### src/rtl/dequantization.sv
// Dequantizer: (q_in - ZERO_POINT) * M_INV, rounded shift, 32-bit clip.
// Ports: clk, rst, q_in/in_valid/in_ready in, y_out/sat/out_valid/out_ready out.
module dequantization #(
  parameter logic signed [8:0] ZERO_POINT = 9'sd0,
  parameter logic [31:0]       M_INV      = 32'd17883070,
  parameter int                RSHIFT     = 16
) (
  input  logic        clk,
  input  logic        rst,
  input  logic [8:0]  q_in,
  input  logic        in_valid,
  output logic        in_ready,
  output logic [31:0] y_out,
  output logic        sat,
  output logic        out_valid,
  input  logic        out_ready
);

  typedef enum logic [2:0] {
    IDLE, SUB, MUL, RND, SAT, HOLD
  } state_t;

  state_t state, state_nxt;

  logic [8:0]  q_reg;
  logic [9:0]  diff;
  logic [42:0] prod;
  logic [43:0] mag;

  localparam logic [42:0] M_EXT   = {11'd0, M_INV};
  localparam logic [43:0] RND_ADD = (44'd1 << RSHIFT) >> 1;
  localparam logic [43:0] POS_MAX = 44'h0_7FFF_FFFF;
  localparam logic [43:0] NEG_MAX = 44'h0_8000_0000;

  logic [42:0] diff_ext;
  logic [43:0] prod_abs;
  logic [43:0] mag_nxt;
  logic [31:0] y_nxt;
  logic        sat_nxt;

  // Low 43 bits of the product are the same for signed and
  // unsigned multiply, so a plain sign-extended multiply suffices.
  assign diff_ext = {{33{diff[9]}}, diff};
  assign prod_abs = prod[42] ? {1'b0, -prod} : {1'b0, prod};
  assign mag_nxt  = (prod_abs + RND_ADD) >> RSHIFT;

  always_comb begin
    y_nxt   = prod[42] ? (~mag[31:0] + 32'd1) : mag[31:0];
    sat_nxt = 1'b0;
    if (!prod[42] && (mag > POS_MAX)) begin
      y_nxt   = 32'h7FFF_FFFF;
      sat_nxt = 1'b1;
    end else if (prod[42] && (mag > NEG_MAX)) begin
      y_nxt   = 32'h8000_0000;
      sat_nxt = 1'b1;
    end
  end

  always_comb begin
    state_nxt = state;
    case (state)
      IDLE:    if (in_valid) state_nxt = SUB;
      SUB:     state_nxt = MUL;
      MUL:     state_nxt = RND;
      RND:     state_nxt = SAT;
      SAT:     state_nxt = HOLD;
      HOLD:    if (out_ready) state_nxt = IDLE;
      default: state_nxt = IDLE;
    endcase
  end

  always_ff @(posedge clk) begin
    if (rst) state <= IDLE;
    else     state <= state_nxt;
  end

  always_ff @(posedge clk) begin
    if (rst) begin
      q_reg <= '0;
      diff  <= '0;
      prod  <= '0;
      mag   <= '0;
      y_out <= '0;
      sat   <= 1'b0;
    end else begin
      case (state)
        IDLE: if (in_valid) q_reg <= q_in;
        SUB:  diff  <= {q_reg[8], q_reg}
                     - {ZERO_POINT[8], ZERO_POINT};
        MUL:  prod  <= diff_ext * M_EXT;
        RND:  mag   <= mag_nxt;
        SAT: begin
          y_out <= y_nxt;
          sat   <= sat_nxt;
        end
        default: ;
      endcase
    end
  end

  assign in_ready  = (state == IDLE);
  assign out_valid = (state == HOLD);

endmodule

### config.mk
export PLATFORM = sky130hd
export DESIGN_NAME = dequantization
export DESIGN_NICKNAME = d
export VERILOG_FILES = /design/src/rtl/dequantization.sv
export SDC_FILE = /design/constraint.sdc
export NUM_CORES = 1
export LEC_CHECK = 0
export ABC_CLOCK_PERIOD_IN_PS = 7600
export CAP_MARGIN = 10
export CORE_UTILIZATION = 57
export CTS_CLUSTER_DIAMETER = 60
export DETAILED_ROUTE_END_ITERATION = 10
export GPL_TIMING_DRIVEN = 0
export PLACE_DENSITY_LB_ADDON = 0.08
export SETUP_SLACK_MARGIN = 0.1
export SYNTH_ARGS = -nofsm -noshare
export SYNTH_HDL_FRONTEND = slang
export SYNTH_SLANG_ARGS = --single-unit
### constraint.sdc
create_clock -name clk -period 7.6 [get_ports clk]
set_input_delay 1.52 -clock clk [delete_from_list [all_inputs] [get_ports clk]]
set_output_delay 1.52 -clock clk [all_outputs]
set_load 0.01 [all_outputs]
# After elaboration in Yosys (flattened, before gate mapping)
# Index checks and enable logic that the tools add are counted.
[op_classes]
n_lt_le_gt_ge = 2
n_addsub = 3
bitwise_logic = 1
n_eq_ne = 7
mul = 1
muxes = 9
reduce_logical = 6
[op_table]
columns = ["cell", "n"]
rows = [
  ["2-to-1 mux 32 bit", 3],
  ["adder 43 x 16 -> 44 bit (second input constant)", 1],
  ["multiplier 43 x 24 -> 42 bit (second input constant)", 1],
  ["2-to-1 mux 43 bit", 1],
  ["negation 43 bit", 1],
  ["adder 32 x 1 -> 32 bit (second input constant)", 1],
  ["greater-than comparator 28 x 32 -> 1 bit (second input constant)", 1],
  ["inverter 28 -> 32 bit", 1],
  ["greater-than comparator 28 x 31 -> 1 bit (second input constant)", 1],
  ["one-hot mux 3 bit (6 select lines)", 1],
  ["== test 3 x 2 -> 1 bit (second input constant)", 2],
  ["== test 3 bit (second input constant)", 2],
  ["2-to-1 mux 3 bit", 2],
  ["AND reduction 2 bit", 2],
  ["== test 3 x 1 -> 1 bit (second input constant)", 1],
  ["zero test 3 bit", 1],
  ["logical AND 1 bit", 2],
  ["2-to-1 mux 1 bit", 2],
  ["!= test 2 x 1 -> 1 bit (second input constant)", 1],
  ["!= test 2 bit (second input constant)", 1],
  ["zero test 1 bit", 1],
]
[totals]
in_bits = 13
out_inout_bits = 35
wordCells = 36
regBits = 124

# Logic depth before layout (Yosys ltp)
[depth]
depth_word = 5
mapped_depth = 27
mapped_depth_nobuf = 26

# Worst setup path after synthesis
# No wires, ideal clock.
[synth_timing]
path_type = "reg2reg"
startpoint = "register, netlist name diff[8]"
endpoint = "register prod[38]"
t_required_ns = 7.541
path_buffers = 2
path_stages_with_launch = 25
arrival_time_ns = 7.972
slack_ns = -0.432
setup_time_ns = 0.059
path_cell_list = "dfxtp_1 > clkbuf_1 > inv_1 > clkbuf_1 > fa_1 > xnor2_1 > ha_1 > o21bai_1 > ha_1 > inv_1 > fa_1 > inv_1 > ha_1 > fa_1 > inv_1 > fa_1 > inv_1 > ha_1 > and3_1 > and3_1 > a211o_1 > a41oi_1 > o211ai_1 > a2111oi_1 > a21o_1"
[synth_via]
elab_chain_len = 1
[synth_rtl]
columns = ["item", "line_no", "text"]
rows = [
  ["multiplier 43 x 24 -> 42 bit", "90", "MUL: prod <= diff_ext * M_EXT;"],
  ["to (signal assigned)", "90", ""],
  ["to (decl)", "27", "logic [42:0] prod;"],
]
# No other way between the ends.
# A chain may end at the register's enable or synchronous reset.

# Final worst setup path
[layout_timing]
startpoint = "register, netlist name diff[8]"
endpoint = "register prod[41]"
[layout_via]
elab_chain_len = 1
[layout_rtl]
columns = ["item", "line_no"]
rows = [
  ["multiplier 43 x 24 -> 42 bit", "90"],
]
# No other way between the ends.

==> results.sh <==
export IMPL_area_growth_pct=12.10
export IMPL_grt_overflow_total=0
export IMPL_numClockSinks=123
export IMPL_internal_power_mw=1.508
export IMPL_detail_route_iter0_violations=578
export IMPL_crit_fanout=23
export IMPL_die_area_um2=22670
export IMPL_fmax_ghz=0.1394
export IMPL_htree_levels=4
export IMPL_fin_crit_sh_pct=94.40
export IMPL_die_x_um=150.6
export IMPL_antenna_cells=0
export IMPL_rows=53
export IMPL_largest_reg_flops=42
export IMPL_vdd_drop_max_v=0.0001478
export IMPL_hpwl_um=24380
export IMPL_combPwrFrac_pct=30.9
export IMPL_met3_usage_pct=3.727
export IMPL_p_sw_mw=0.7910
export IMPL_grt_usage_pct=27.89
export IMPL_finClkSkew_ps=14.04
export IMPL_vias_per_cell=5.528
export IMPL_synth_distinct_cells=80
export IMPL_die_h_um=150.6
export IMPL_drive_above_1_share_pct=5.010
export IMPL_grtUsageMet2_pct=51.08
export IMPL_final_min_clock_period_ps=7174
export IMPL_synth_top_cell_area_share_pct=19.57
export IMPL_wirelength_um=30450
export IMPL_synth_edff_count=0
export IMPL_final_max_slew_viol_count=0
export IMPL_critPathArrivalTime_ps=7520
export IMPL_syn_num_nets=1770
export IMPL_hold_viol_final=0
export IMPL_io_buffers=45
export IMPL_setup_violations_final=0
export IMPL_ys_ff_latch=123
export IMPL_p_leak_nw=6.747
export IMPL_cts_root_buf="clkbuf_16"
export IMPL_largestRegisters="prod x42, y_out x32, mag x28"
export IMPL_layout_nets=1836
export IMPL_antenna_left=0
export IMPL_final_common_cell="inv_1"
export IMPL_worstMarginPinSlew_ps=924.8
export IMPL_drc=0
export IMPL_use_met1_pct=32.84
export IMPL_coreArea_um2=21350
export IMPL_drv_cap=0
export IMPL_regMostFlops="prod"
export IMPL_critPathKind="flip-flop to flip-flop"
export IMPL_gp_congestion=0.8785
export IMPL_end_kind="flip-flop"
export IMPL_ys_seq_area_share_pct=19.57
export IMPL_power_mw=2.299
export IMPL_postCtsHoldBufs=0
export IMPL_power_share_clock_pct=38.7
export IMPL_start_util_pct=58.92
export IMPL_netlist_area_um2=12580
export IMPL_cts_buffers=17
export IMPL_dp_slack_ps=-981.4
export IMPL_layout_setup_ws_ps=425.9
export IMPL_synth_largest_area_cell="dfxtp_1"
export IMPL_power_density_nw_per_um2=163.0
export IMPL_clk_pin_slew_ps=60
export IMPL_worstSetupStartpointType="flip-flop"
export IMPL_fill_cells=1877
export IMPL_clk_latency_ps=420
export IMPL_routedWlPerCell_um=16.44
export IMPL_async_flop_share_pct=0
export IMPL_grt_max_degree=25
export IMPL_ys_top_cells_by_area="dfxtp_1 (20%), ha_1 (16%), fa_1 (15%)"
export IMPL_syn_avg_cell_area_um2=8.399
export IMPL_rsz0062_at_grt="true"
export IMPL_p_sw_share_pct=34.41
export IMPL_power_frac_seq_pct=30.3
export IMPL_ys_flop_type="dfxtp_1"
export IMPL_yosysWarnings=0
export IMPL_grt_busiest_layer="met2"
export IMPL_vias=10240
export IMPL_synth_cells=1498
export IMPL_grt_antenna_before_repair=0
export IMPL_cts_buffer_depth=2
export IMPL_holdCritPathClass="flip-flop to flip-flop"
export IMPL_drtPass1Iterations=5
export IMPL_layout_common_cells="inv_1 (199), nand2_1 (194), ha_1 (162)"
export IMPL_grt_pass1_wl_um=49270
export IMPL_grt_pass1_vias=9911
export IMPL_relSlewSlack_pct=38.35
export IMPL_ios=48
export IMPL_cts_tree="yes"
export IMPL_cp_required_ps=7940
export IMPL_outcome="completed"
export IMPL_postLayoutCoreUtil_pct=66.06
==> power groups by stage <==
stage	logic, mW	clock network, mW	registers (mW)
floorplan	0.522	0	0.708
global placement	0.683	0	0.713
detailed placement	0.696	0	0.714
CTS	0.706	0.897	0.698
global route	0.800	0.925	0.701
finish	0.711	0.890	0.697
==> worst max-delay path, stage by stage, from the launching register on <==
cell	delay, ps
dfxtp_4	490
clkbuf_1	230
inv_1	180
clkbuf_8	290
fa_2	640
xnor2_1	130
ha_1	160
o21bai_1	110
ha_1	170
inv_1	50
fa_1	390
inv_1	70
ha_1	240
xor2_1	170
fa_1	530
inv_1	60
fa_1	530
inv_1	40
ha_1	380
a21o_1	210
a21o_1	200
a2111oi_2	410
o211ai_1	170
and2_1	230
a41oi_1	340
o21a_1	260
o211ai_1	190
a21oi_1	220
==> cell type report <==
| cell class | count | area [um^2] | share of cell area, % |
|---|---|---|---|
| Clock buffer | 18 | 439.2 | 3.114 |
| Clock inverter | 14 | 205.2 | 1.455 |
| Sequential cell | 123 | 2467 | 17.49 |
| Buffer | 75 | 310.3 | 2.200 |
| Timing Repair Buffer | 47 | 485.5 | 3.442 |
| Tap cell | 275 | 344.1 | 2.439 |
| Inverter | 199 | 747.0 | 5.296 |
| Multi-Input combinational cell | 1101 | 9106 | 64.56 |
==> Yosys cell counts, types with 8 or more instances <==
cell type / count
inv_1: 199
nand2_1: 194
ha_1: 162
dfxtp_1: 123
a21oi_1: 106
fa_1: 97
nor2_1: 72
xnor2_1: 64
clkbuf_1: 59
xor2_1: 49
o21ai_0: 45
a211oi_1: 34
a21o_1: 27
or3_1: 22
nand3_1: 18
o31ai_1: 14
or2_2: 12
nor2b_1: 11
nor3_1: 11
and3_1: 10
and2_1: 9
buf_1: 8
nor4_1: 8
o211ai_1: 8
==> worst paths after layout <==
kind         cells after the start  slack (ps)        to     start
max reg2reg                     27         430  prod[41]   diff[8]
min reg2reg                      2         450   diff[8]  q_reg[8]
min                              2         450   diff[8]  q_reg[8]
max                             27         430  prod[41]   diff[8]
==> cells by family after synthesis <==
kind of cell	after synthesis	share of synthesized area, %
buf+inv	274	8.323
flops	123	19.57
xor+xnor	113	7.866
compound gates	311	16.28
other cells	1	0.02980
fa+ha+maj	260	31.62
simple gates	410	15.82
mux	6	0.4873
==> layer usage <==
metal	share of wire, %	wire length [um]
met1	43	13000
met2	51	15490
met3	3.2	974
met4	3.2	987
met5	0	0
==> stage by stage <==
step / instance area (um^2) / std cells / TNS (ps) / hold WS, ps
CTS: 14070 / 1851 / 0 / 451.8
floorplan: 12580 / 1498 / 0 / 424.7
global route: 14100 / 1852 / 0 / 467.3
detailed placement: 13380 / 1818 / -9656 / 445.1
global placement: 13380 / 1818 / -7961 / 437.6
finish: 14100 / 1852 / 0 / 448.4
==> what timing repair did <==
| item | CTS | global route |
|---|---|---|
| gates resized for setup | 5 | 5 |
| hold endpoints to repair | 0 | 0 |
| endpoints found under the setup margin | 21 | 11 |
| buffers inserted | 1 | 1 |
| pin swaps | 0 | 1 |
No activity file was read; power rests on OpenSTA's default activity.
==> variant (config.mk and constraints unchanged) <==
Encoding of `state_t`: now one-hot (6 bits for 6 states).
--- a/src/rtl/dequantization.sv
+++ b/src/rtl/dequantization.sv
@@ -16,8 +16,8 @@
   input  logic        out_ready
 );
 
-  typedef enum logic [2:0] {
-    IDLE, SUB, MUL, RND, SAT, HOLD
+  typedef enum logic [5:0] {
+    IDLE = 6'b000001, SUB = 6'b000010, MUL = 6'b000100, RND = 6'b001000, SAT = 6'b010000, HOLD = 6'b100000
   } state_t;
 
   state_t state, state_nxt;
Behaviour: same outputs for any inputs over 4 cycles, from zero or initial values and one cycle with rst high; so few cycles prove little.
==> variant against the unedited design <==
Cell count is 0.92% lower. Worst hold slack improved by 0.0027 ns. Largest cell class unchanged. Sequential cell count rose by 3. Die area about the same. Highest routed layer unchanged. Count of clock-buffer cells in the layout rose by 3. Synthesized cell count shrank 1.1%. Worst setup slack improved by 0.14 ns. Global-route usage rose by 0.81 points. Routed wire length increased by 3.2%. Area after synthesis barely moved. First-iteration DRC count is 0.69% lower. Design area down 0.53%.
Power is not compared: it rests on default switching activity, and its combinational part moved more than twofold at a synthesized area within 25%.
==> variant: results <==
INSERT INTO impl_metrics (metric_group, metric, value, unit) VALUES
('grt', 'wire_length_of_the_first_global_routing_pass', '50.0', 'mm'),
('power_and_ir_drop', 'totalPowerFinal', '1.60', 'mW'),
('yosys', 'syn-mean-instance-area', '8.50', 'um^2'),
('cells_and_area', 'seq_area_share', '18.0', '%'),
('cells_and_area', 'final.signal_buffer_count', '110', ''),
('cells_and_area', 'multi_input_gates', '1085', ''),
('grt', 'grt_util_all_layers', '28.7', '%'),
('outcome', 'outcome', 'complete, no violations', ''),
('critical_path', 'worst-path-max-fanout', '10', ''),
('route', 'first_iter_violations', '574', ''),
('timing', 'final.min_clock_period', '7.04', 'ns'),
('cells_and_area', 'clockBufferCount', '21', ''),
('placed_design', 'gp_routability_congestion', '0.929', ''),
('critical_path', 'depth_of_the_worst_register_to_register_path', '19', ''),
('yosys', 'synth.yosys.seq_area_share', '20.0', '%'),
('timing', 'worst_slew_margin_rel', '43.4', '%'),
('placed_design', 'pre_cts_slack', '-0.630', 'ns'),
('route', 'wl', '31.4', 'mm'),
('grt', 'grt_start_max_net_pins', '27', ''),
('clocking', 'cts.sink_count', '126', ''),
('min_path', 'min_to', 'y_out[30]', ''),
('grt', 'first_global_vias', '9751', ''),
('route', 'route.vias.total', '10300', ''),
('placed_design', 'place_area', '13400', 'um^2'),
('critical_path', 'critical_path.reg2reg.endpoint', 'prod[36]', ''),
('critical_path', 'critPathMaxStageDelay', '0.67', 'ns'),
('timing', 'worst_hold_slack', '0.451', 'ns');
-- variant: cells by family (layout without fill, tap and decap cells) --
group	after synthesis	count (layout)	share of synthesized area, %
AND/OR/NAND/NOR	424	424	16.9
AO/OA/AOI/OAI	272	272	14.2
buffers and inverters	270	349	8.16
adder cells (fa/ha/maj)	258	258	31.4
flip-flops	126	126	20.0
XOR/XNOR	113	113	7.86
multiplexers	17	17	1.36
other	1	1	0.0298
-- variant: what timing repair did --
item / CTS / global route
setup buffers: 1 / 1
resized for setup: 1 / 3
endpoints found under the setup margin: 19 / 10
pin swaps: 0 / 0
-- variant: tightest hold or removal path, stage by stage (launching register included) --
cell,delay [ns]
dfxtp_1,0.30
nand2_1,0.05
a21oi_1,0.05
-- variant: layer usage --
metal | vias up | GRT usage [%] | routed length (um)
li1 | 5133 | - | -
met1 | 4866 | 34.4 | 13500
met2 | 221 | 51.6 | 15800
met3 | 47 | 4.03 | 1090
met4 | 0 | 11.2 | 1080
met5 | - | 0 | 0
